### src/rtl/svf_multichannel_if.sv
// Port bundle for svf_multichannel: per-channel samples, coefficients and modes in,
// filtered samples and frame status out. Widths follow the filter's parameters.
interface svf_multichannel_if #(
  parameter int SAMPLE_BITS = 16,
  parameter int CHANNELS    = 4,
  parameter int COEF_BITS   = 18
);
  logic                            sample_clk;
  logic [CHANNELS*SAMPLE_BITS-1:0] in;
  logic [CHANNELS*COEF_BITS-1:0]   F;
  logic [CHANNELS*COEF_BITS-1:0]   Q1;
  logic [CHANNELS*2-1:0]           mode;
  logic [CHANNELS-1:0]             clear;
  logic [CHANNELS*SAMPLE_BITS-1:0] out;
  logic                            out_valid;
  logic                            busy;
  logic                            overrun;

  modport master (
    output sample_clk, in, F, Q1, mode, clear,
    input  out, out_valid, busy, overrun
  );

  modport slave (
    input  sample_clk, in, F, Q1, mode, clear,
    output out, out_valid, busy, overrun
  );
endinterface

### src/rtl/svf_multichannel.sv
// Time-multiplexed Chamberlin state-variable filter, CHANNELS voices through one multiplier.
// Define SVF_STATE_SAT_EN to saturate the lp/bp state sums instead of letting them wrap.
module svf_multichannel #(
  parameter int SAMPLE_BITS = 16,
  parameter int CHANNELS    = 4,
  parameter int COEF_BITS   = 18
) (
  input logic               clk,
  input logic               rst,
  svf_multichannel_if.slave bus
);
  localparam int W  = SAMPLE_BITS + 3;
  localparam int PW = W + COEF_BITS;
  localparam int CW = (CHANNELS > 1) ? $clog2(CHANNELS) : 1;
  localparam logic [CW-1:0]       LAST_CH = CW'(CHANNELS - 1);
  localparam logic signed [W-1:0] OUT_MAX = W'((2 ** (SAMPLE_BITS - 1)) - 1);
  localparam logic signed [W-1:0] OUT_MIN = ~OUT_MAX;

  typedef enum logic [2:0] {IDLE, P0, P1, P2, P3} state_t;

  state_t          state_reg, state_next;
  logic [CW-1:0]   ch_reg, ch_next;
  logic            sc_hist_reg, busy_reg, out_valid_reg, overrun_reg;
  logic            edge_seen, start;

  logic signed [SAMPLE_BITS-1:0] in_ch [CHANNELS];
  logic signed [COEF_BITS-1:0]   f_ch [CHANNELS];
  logic signed [COEF_BITS-1:0]   q1_ch [CHANNELS];
  logic [1:0]                    mode_ch [CHANNELS];

  logic signed [SAMPLE_BITS-1:0] in_frm_reg [CHANNELS];
  logic signed [COEF_BITS-1:0]   f_frm_reg [CHANNELS];
  logic signed [COEF_BITS-1:0]   q1_frm_reg [CHANNELS];
  logic [1:0]                    mode_frm_reg [CHANNELS];
  logic [CHANNELS-1:0]           clear_frm_reg;

  logic signed [W-1:0]           lp_mem [CHANNELS];
  logic signed [W-1:0]           bp_mem [CHANNELS];
  logic signed [SAMPLE_BITS-1:0] out_reg [CHANNELS];

  logic signed [W-1:0] q_reg, lp_new_reg, hp_reg, bp_new_reg, notch_reg;
  logic signed [W-1:0] lp_cur, bp_cur, in_sext, prod_f, lp_new, hp, bp_new, sel;
  logic signed [W-1:0] mul_a;
  logic signed [COEF_BITS-1:0] mul_b;
  logic signed [PW-1:0] product;

  function automatic logic signed [W-1:0] add_state(input logic signed [W-1:0] a,
                                                    input logic signed [W-1:0] b);
`ifdef SVF_STATE_SAT_EN
    logic signed [W:0] s;
    s = {a[W-1], a} + {b[W-1], b};
    if (s[W] != s[W-1]) add_state = s[W] ? {1'b1, {(W-1){1'b0}}} : {1'b0, {(W-1){1'b1}}};
    else add_state = s[W-1:0];
`else
    add_state = a + b;
`endif
  endfunction

  function automatic logic signed [SAMPLE_BITS-1:0] clamp_out(input logic signed [W-1:0] v);
    if (v > OUT_MAX)      clamp_out = OUT_MAX[SAMPLE_BITS-1:0];
    else if (v < OUT_MIN) clamp_out = OUT_MIN[SAMPLE_BITS-1:0];
    else                  clamp_out = v[SAMPLE_BITS-1:0];
  endfunction

  generate
    for (genvar gi = 0; gi < CHANNELS; gi++) begin : g_ch
      assign in_ch[gi]   = bus.in[gi*SAMPLE_BITS +: SAMPLE_BITS];
      assign f_ch[gi]    = bus.F[gi*COEF_BITS +: COEF_BITS];
      assign q1_ch[gi]   = bus.Q1[gi*COEF_BITS +: COEF_BITS];
      assign mode_ch[gi] = bus.mode[gi*2 +: 2];
      assign bus.out[gi*SAMPLE_BITS +: SAMPLE_BITS] = out_reg[gi];
    end
  endgenerate

  assign edge_seen     = bus.sample_clk & ~sc_hist_reg;
  assign start         = edge_seen & ~busy_reg;
  assign bus.busy      = busy_reg;
  assign bus.out_valid = out_valid_reg;
  assign bus.overrun   = overrun_reg;

  // A cleared channel runs its whole frame on zero state, so every phase sees the mux.
  assign lp_cur  = clear_frm_reg[ch_reg] ? '0 : lp_mem[ch_reg];
  assign bp_cur  = clear_frm_reg[ch_reg] ? '0 : bp_mem[ch_reg];
  assign in_sext = W'(in_frm_reg[ch_reg]);

  always_comb begin
    mul_a = bp_cur;
    mul_b = q1_frm_reg[ch_reg];
    case (state_reg)
      P1:      mul_b = f_frm_reg[ch_reg];
      P2:      begin mul_a = hp_reg; mul_b = f_frm_reg[ch_reg]; end
      default: ;
    endcase
  end

  assign product = mul_a * mul_b;
  assign prod_f  = W'(product >>> (COEF_BITS - 1));
  assign lp_new  = add_state(lp_cur, prod_f);
  assign hp      = in_sext - lp_new - q_reg;
  assign bp_new  = add_state(bp_cur, prod_f);

  always_comb begin
    sel = lp_new_reg;
    case (mode_frm_reg[ch_reg])
      2'b01:   sel = hp_reg;
      2'b10:   sel = bp_new_reg;
      2'b11:   sel = notch_reg;
      default: sel = lp_new_reg;
    endcase
  end

  always_comb begin
    state_next = state_reg;
    ch_next    = ch_reg;
    case (state_reg)
      IDLE: if (start) begin state_next = P0; ch_next = '0; end
      P0:   state_next = P1;
      P1:   state_next = P2;
      P2:   state_next = P3;
      P3: begin
        if (ch_reg == LAST_CH) state_next = IDLE;
        else begin state_next = P0; ch_next = ch_reg + CW'(1); end
      end
      default: state_next = IDLE;
    endcase
  end

  always_ff @(posedge clk) begin
    if (rst) begin
      state_reg <= IDLE;
      ch_reg    <= '0;
    end else begin
      state_reg <= state_next;
      ch_reg    <= ch_next;
    end
  end

  always_ff @(posedge clk) begin
    if (rst) begin
      sc_hist_reg   <= 1'b0;
      busy_reg      <= 1'b0;
      out_valid_reg <= 1'b0;
      overrun_reg   <= 1'b0;
      clear_frm_reg <= '0;
      q_reg         <= '0;
      lp_new_reg    <= '0;
      hp_reg        <= '0;
      bp_new_reg    <= '0;
      notch_reg     <= '0;
      for (int i = 0; i < CHANNELS; i++) begin
        in_frm_reg[i]   <= '0;
        f_frm_reg[i]    <= '0;
        q1_frm_reg[i]   <= '0;
        mode_frm_reg[i] <= '0;
        lp_mem[i]       <= '0;
        bp_mem[i]       <= '0;
        out_reg[i]      <= '0;
      end
    end else begin
      sc_hist_reg   <= bus.sample_clk;
      out_valid_reg <= 1'b0;
      overrun_reg   <= edge_seen & busy_reg;
      if (start) begin
        busy_reg      <= 1'b1;
        clear_frm_reg <= bus.clear;
        for (int i = 0; i < CHANNELS; i++) begin
          in_frm_reg[i]   <= in_ch[i];
          f_frm_reg[i]    <= f_ch[i];
          q1_frm_reg[i]   <= q1_ch[i];
          mode_frm_reg[i] <= mode_ch[i];
        end
      end
      case (state_reg)
        P0: q_reg <= W'(product >>> (COEF_BITS - 2));
        P1: begin lp_new_reg <= lp_new; hp_reg <= hp; end
        P2: begin bp_new_reg <= bp_new; notch_reg <= hp_reg + lp_new_reg; end
        P3: begin
          lp_mem[ch_reg]  <= lp_new_reg;
          bp_mem[ch_reg]  <= bp_new_reg;
          out_reg[ch_reg] <= clamp_out(sel);
          if (ch_reg == LAST_CH) begin
            busy_reg      <= 1'b0;
            out_valid_reg <= 1'b1;
          end
        end
        default: ;
      endcase
    end
  end
endmodule

### src/flat_wrapper.sv
// flat-port wrapper written by rule: the top's interface ports become plain ports
module svf_multichannel_flat 
#(
  parameter int SAMPLE_BITS = 16,
  parameter int CHANNELS    = 4,
  parameter int COEF_BITS   = 18
)
  (clk, rst, bus_sample_clk, bus_in, bus_F, bus_Q1, bus_mode, bus_clear, bus_out, bus_out_valid, bus_busy, bus_overrun);
  svf_multichannel_if #(.SAMPLE_BITS(SAMPLE_BITS), .CHANNELS(CHANNELS), .COEF_BITS(COEF_BITS)) bus_i ();
  input logic clk;
  input logic rst;
  input wire logic [$bits(bus_i.sample_clk)-1:0] bus_sample_clk;
  input wire logic [$bits(bus_i.in)-1:0] bus_in;
  input wire logic [$bits(bus_i.F)-1:0] bus_F;
  input wire logic [$bits(bus_i.Q1)-1:0] bus_Q1;
  input wire logic [$bits(bus_i.mode)-1:0] bus_mode;
  input wire logic [$bits(bus_i.clear)-1:0] bus_clear;
  output wire logic [$bits(bus_i.out)-1:0] bus_out;
  output wire logic [$bits(bus_i.out_valid)-1:0] bus_out_valid;
  output wire logic [$bits(bus_i.busy)-1:0] bus_busy;
  output wire logic [$bits(bus_i.overrun)-1:0] bus_overrun;
  assign bus_i.sample_clk = bus_sample_clk;
  assign bus_i.in = bus_in;
  assign bus_i.F = bus_F;
  assign bus_i.Q1 = bus_Q1;
  assign bus_i.mode = bus_mode;
  assign bus_i.clear = bus_clear;
  assign bus_out = bus_i.out;
  assign bus_out_valid = bus_i.out_valid;
  assign bus_busy = bus_i.busy;
  assign bus_overrun = bus_i.overrun;
  svf_multichannel #(.SAMPLE_BITS(SAMPLE_BITS), .CHANNELS(CHANNELS), .COEF_BITS(COEF_BITS)) u_core (.clk(clk), .rst(rst), .bus(bus_i));
endmodule
### config.mk
export PLATFORM = sky130hd
export DESIGN_NAME = svf_multichannel_flat
export DESIGN_NICKNAME = d
export VERILOG_FILES = /design/src/rtl/svf_multichannel_if.sv /design/src/rtl/svf_multichannel.sv /design/src/flat_wrapper.sv
export SDC_FILE = /design/constraint.sdc
export NUM_CORES = 2
export LEC_CHECK = 0
export ABC_AREA = 1
export CAP_MARGIN = 20
export CELL_PAD_IN_SITES_DETAIL_PLACEMENT = 2
export CELL_PAD_IN_SITES_GLOBAL_PLACEMENT = 2
export CORE_MARGIN = 3
export CORE_UTILIZATION = 37
export CTS_BUF_LIST = sky130_fd_sc_hd__clkbuf_16
export DETAILED_ROUTE_END_ITERATION = 10
export MAX_ROUTING_LAYER = met4
export PLACE_DENSITY = 0.81
export REMOVE_ABC_BUFFERS = 1
export SKIP_CTS_REPAIR_TIMING = 1
export SLEW_MARGIN = 20
export SYNTH_ARGS = -nofsm -noshare
export SYNTH_HDL_FRONTEND = slang
export SYNTH_SLANG_ARGS = --single-unit
### constraint.sdc
create_clock -name clk -period 11.1 [get_ports clk]
set_input_delay 1.11 -clock clk [delete_from_list [all_inputs] [get_ports clk]]
set_output_delay 1.11 -clock clk [all_outputs]
set_load 0.02 [all_outputs]
==> summary.md <==
| Metric | Value |
|---|---|
| Status | `finished, final reports clean` |
| Gpl congestion | `between 0.9 and 1` |
| Die W | `335 um` |
| Placed cell area | `45400 sq um` |
| Skew-Pair Late Insertion Delay | `0.67 ns` |
| Clk sink count | `542` |
| Period minus WS final | `10.99 ns` |
| Slowest-stage cell, CP | `fa_1` |
| Die footprint | `between 100000 and 150000 sq um` |
| Max_cap viols | `0` |
| Antenna violations before repair | `14` |
| Vias per cell | `between 5 and 6` |
| Vias after detailed routing | `35100` |
| Antenna-violating nets left | `0` |
| Async SR Flop Fraction | `0%` |
| DRC viols | `0` |
| EDFF count, synth | `432` |
| Final hold violation count | `0` |
| Busiest layer in global routing | `met2` |
| Hold Path Class | `reg -> reg` |
| Synth Flop Type | `edfxtp_1` |
| H-tree depth | `3` |
| Worst Skew | `0.0436 ns` |
| Element type at the critical path end | `flop` |
| Die Y | `335 um` |
| Post-route cell area | `48800 sq um` |
| Syn_area_per_cell | `roughly 8.7 sq um` |
| Row count | `120` |
| Worst path max stage delay | `0.56 ns` |
| Count of final max-slew check failures | `0` |
| Post-Syn Area | `40000 sq um` |
| Worst-Margin Slew | `between 1 and 1.5 ns` |
| Clock root buffer master | `clkbuf_16` |
| Nets | `5767` |
| CTS tree | `built` |
| Slew HR | `28.1%` |
| Clk slew on worst S/H paths | `0.06 ns` |
| Biggest regs | `u_core.bp_mem: 76 flops, u_core.lp_mem: 76 flops` |
| Fillcell total | `11700` |
| Commonest non-fill, non-tap cell in the layout | `inv_1` |
| Finished Layout Cells | `6492` |
| Total CTS buffers | `67` |
| Layout cell share with drive strength beyond 1 | `10.1%` |
| All-layer global routing usage | `30.3%` |
| Final Hold Slack | `0.506 ns` |
| Fin crit share | `approximately 99%` |
| CP required | `between 10 and 15 ns` |
| Synth warnings | `0` |
| Area of the multi-input gates | `about 21000 sq um` |
| CP Max Fanout | `25` |
| Seq/Total Area, Yosys | `37.9%` |
| First-pass DRT Iterations | `5` |
| Delay-heaviest family, CP | `adder cells` |
| # port buffers | `289` |
| First-pass GRT wire length | `~250000 um` |
| Cells after synthesis | `between 4000 and 5000` |
| # IOs | `290` |
| Iteration-0 DRC Markers | `2442` |
| Count of endpoints failing setup in the final report | `0` |
| Largest net degree at the start of global routing | `160` |
| Post-synth top area cell | `edfxtp_1` |
| Area Overhead vs Synth | `21.8%` |
| Largest cells by area after synthesis | `edfxtp_1, fa_1, inv_1` |
| GR Layer Usage met1 | `between 30% and 40%` |
| Critical path arrival | `approximately 12 ns` |
| Hold Crit Start | `u_core.notch_reg[0]` |
| Clk buf depth | `3` |
| Placed insts | `6305` |
| Core Area | `~110000 sq um` |
| Crit Path Category | `reg -> reg` |
| Share of the synthesized area in the top cell type | `about 32%` |
| Commonest non-fill, non-tap cells in the layout | `inv_1, nor2_1, nand2_1` |
| Overflow left after global routing | `0` |
| WP buf/inv | `12` |
| DRT Wirelength | `176000 um` |
| WL per Instance | `27.2 um` |
| Startpoint Class | `flop` |
| Met2 GRT Util | `52.5%` |
| Met3 Usage GRT | `3.37%` |
| Setup TNS | `0 ns` |
| Post-synth cell types | `60` |
| Number of global-route vias before repair | `38700` |
| F_max | `between 90 and 100 MHz` |
| Post-DP HPWL | `around 130000 um` |
| Starting Density | `37.3%` |
| Flop and latch count out of synthesis | `542` |
| FF+latch area | `roughly 15000 sq um` |
## worst paths after layout
| path | to | slack, ns | cells after the start |
|---|---|---|---|
| setup / recovery | u_core.hp_reg[16] | 0.11 | 53 |
| hold / removal | u_core.notch_reg[0] | 0.51 | 2 |
| setup reg to reg | u_core.hp_reg[16] | 0.11 | 53 |
| hold reg to reg | u_core.notch_reg[0] | 0.51 | 2 |
## cell usage after synthesis (3+ instances only)
master / count
buf_4: 4
inv_1: 879
a31oi_1: 12
xor2_1: 58
nand3b_1: 7
clkinv_1: 12
o21ai_1: 20
nand3_2: 13
o22ai_1: 11
o31ai_1: 8
nand3_1: 121
buf_1: 18
nand4_1: 15
a21oi_1: 241
dfxtp_1: 110
fa_1: 359
o211ai_1: 34
edfxtp_1: 432
a32o_1: 34
ha_1: 162
nand2_1: 676
nor2_1: 837
buf_6: 5
nor3_1: 53
o2111ai_1: 3
xnor2_1: 15
o21ai_2: 4
clkbuf_1: 118
nand2_2: 17
a21o_1: 17
inv_2: 18
and3_1: 3
o21ai_0: 222
buf_2: 39
o21bai_1: 11
## worst min-delay path, stage by stage, from the launching register on
cell and delay, ns:
dfxtp_1 0.34, nor2_1 0.05, nor2_1 0.08
## metal layers
| metal | vias to the layer above | share of wire [%] |
|---|---|---|
| li1 | 15300 | - |
| met1 | 18200 | 39 |
| met2 | 1074 | 51 |
| met3 | 439 | 5.0 |
| met4 | 0 | 5.1 |
| met5 | - | 0 |
## cells by family after synthesis
kind of cell,after synthesis,synth area share [%]
AND/OR/NAND/NOR,1757,17.7
buffers and inverters,1094,10.5
AO/OA/AOI/OAI,639,9.29
flip-flops,542,37.9
adder cells (fa/ha/maj),521,23.0
XOR/XNOR,73,1.60
## per-stage QoR
stage                     utilization, %  worst slack, ns
after floorplan                        -            -3.52
after detailed placement            42.3           -0.333
final                               45.5            0.106
after global placement              42.3          -0.0128
after global routing                45.5           -0.418
after CTS                           44.4           -0.600
## final cells by class
cell class | count | share of cell area (%)
antenna | 15 | 0.0770
clock buffer | 68 | 3.49
clock inverter | 52 | 1.06
inverter | 910 | 7.21
multi-input combinational | 2990 | 43.4
sequential | 542 | 31.1
tap | 1403 | 3.60
timing repair buffer | 511 | 9.97
timing repair inverter | 1 | 0.0154
Power is not shown: default switching activity piles up to over one toggle a cycle in this logic, so the estimate is an artifact.
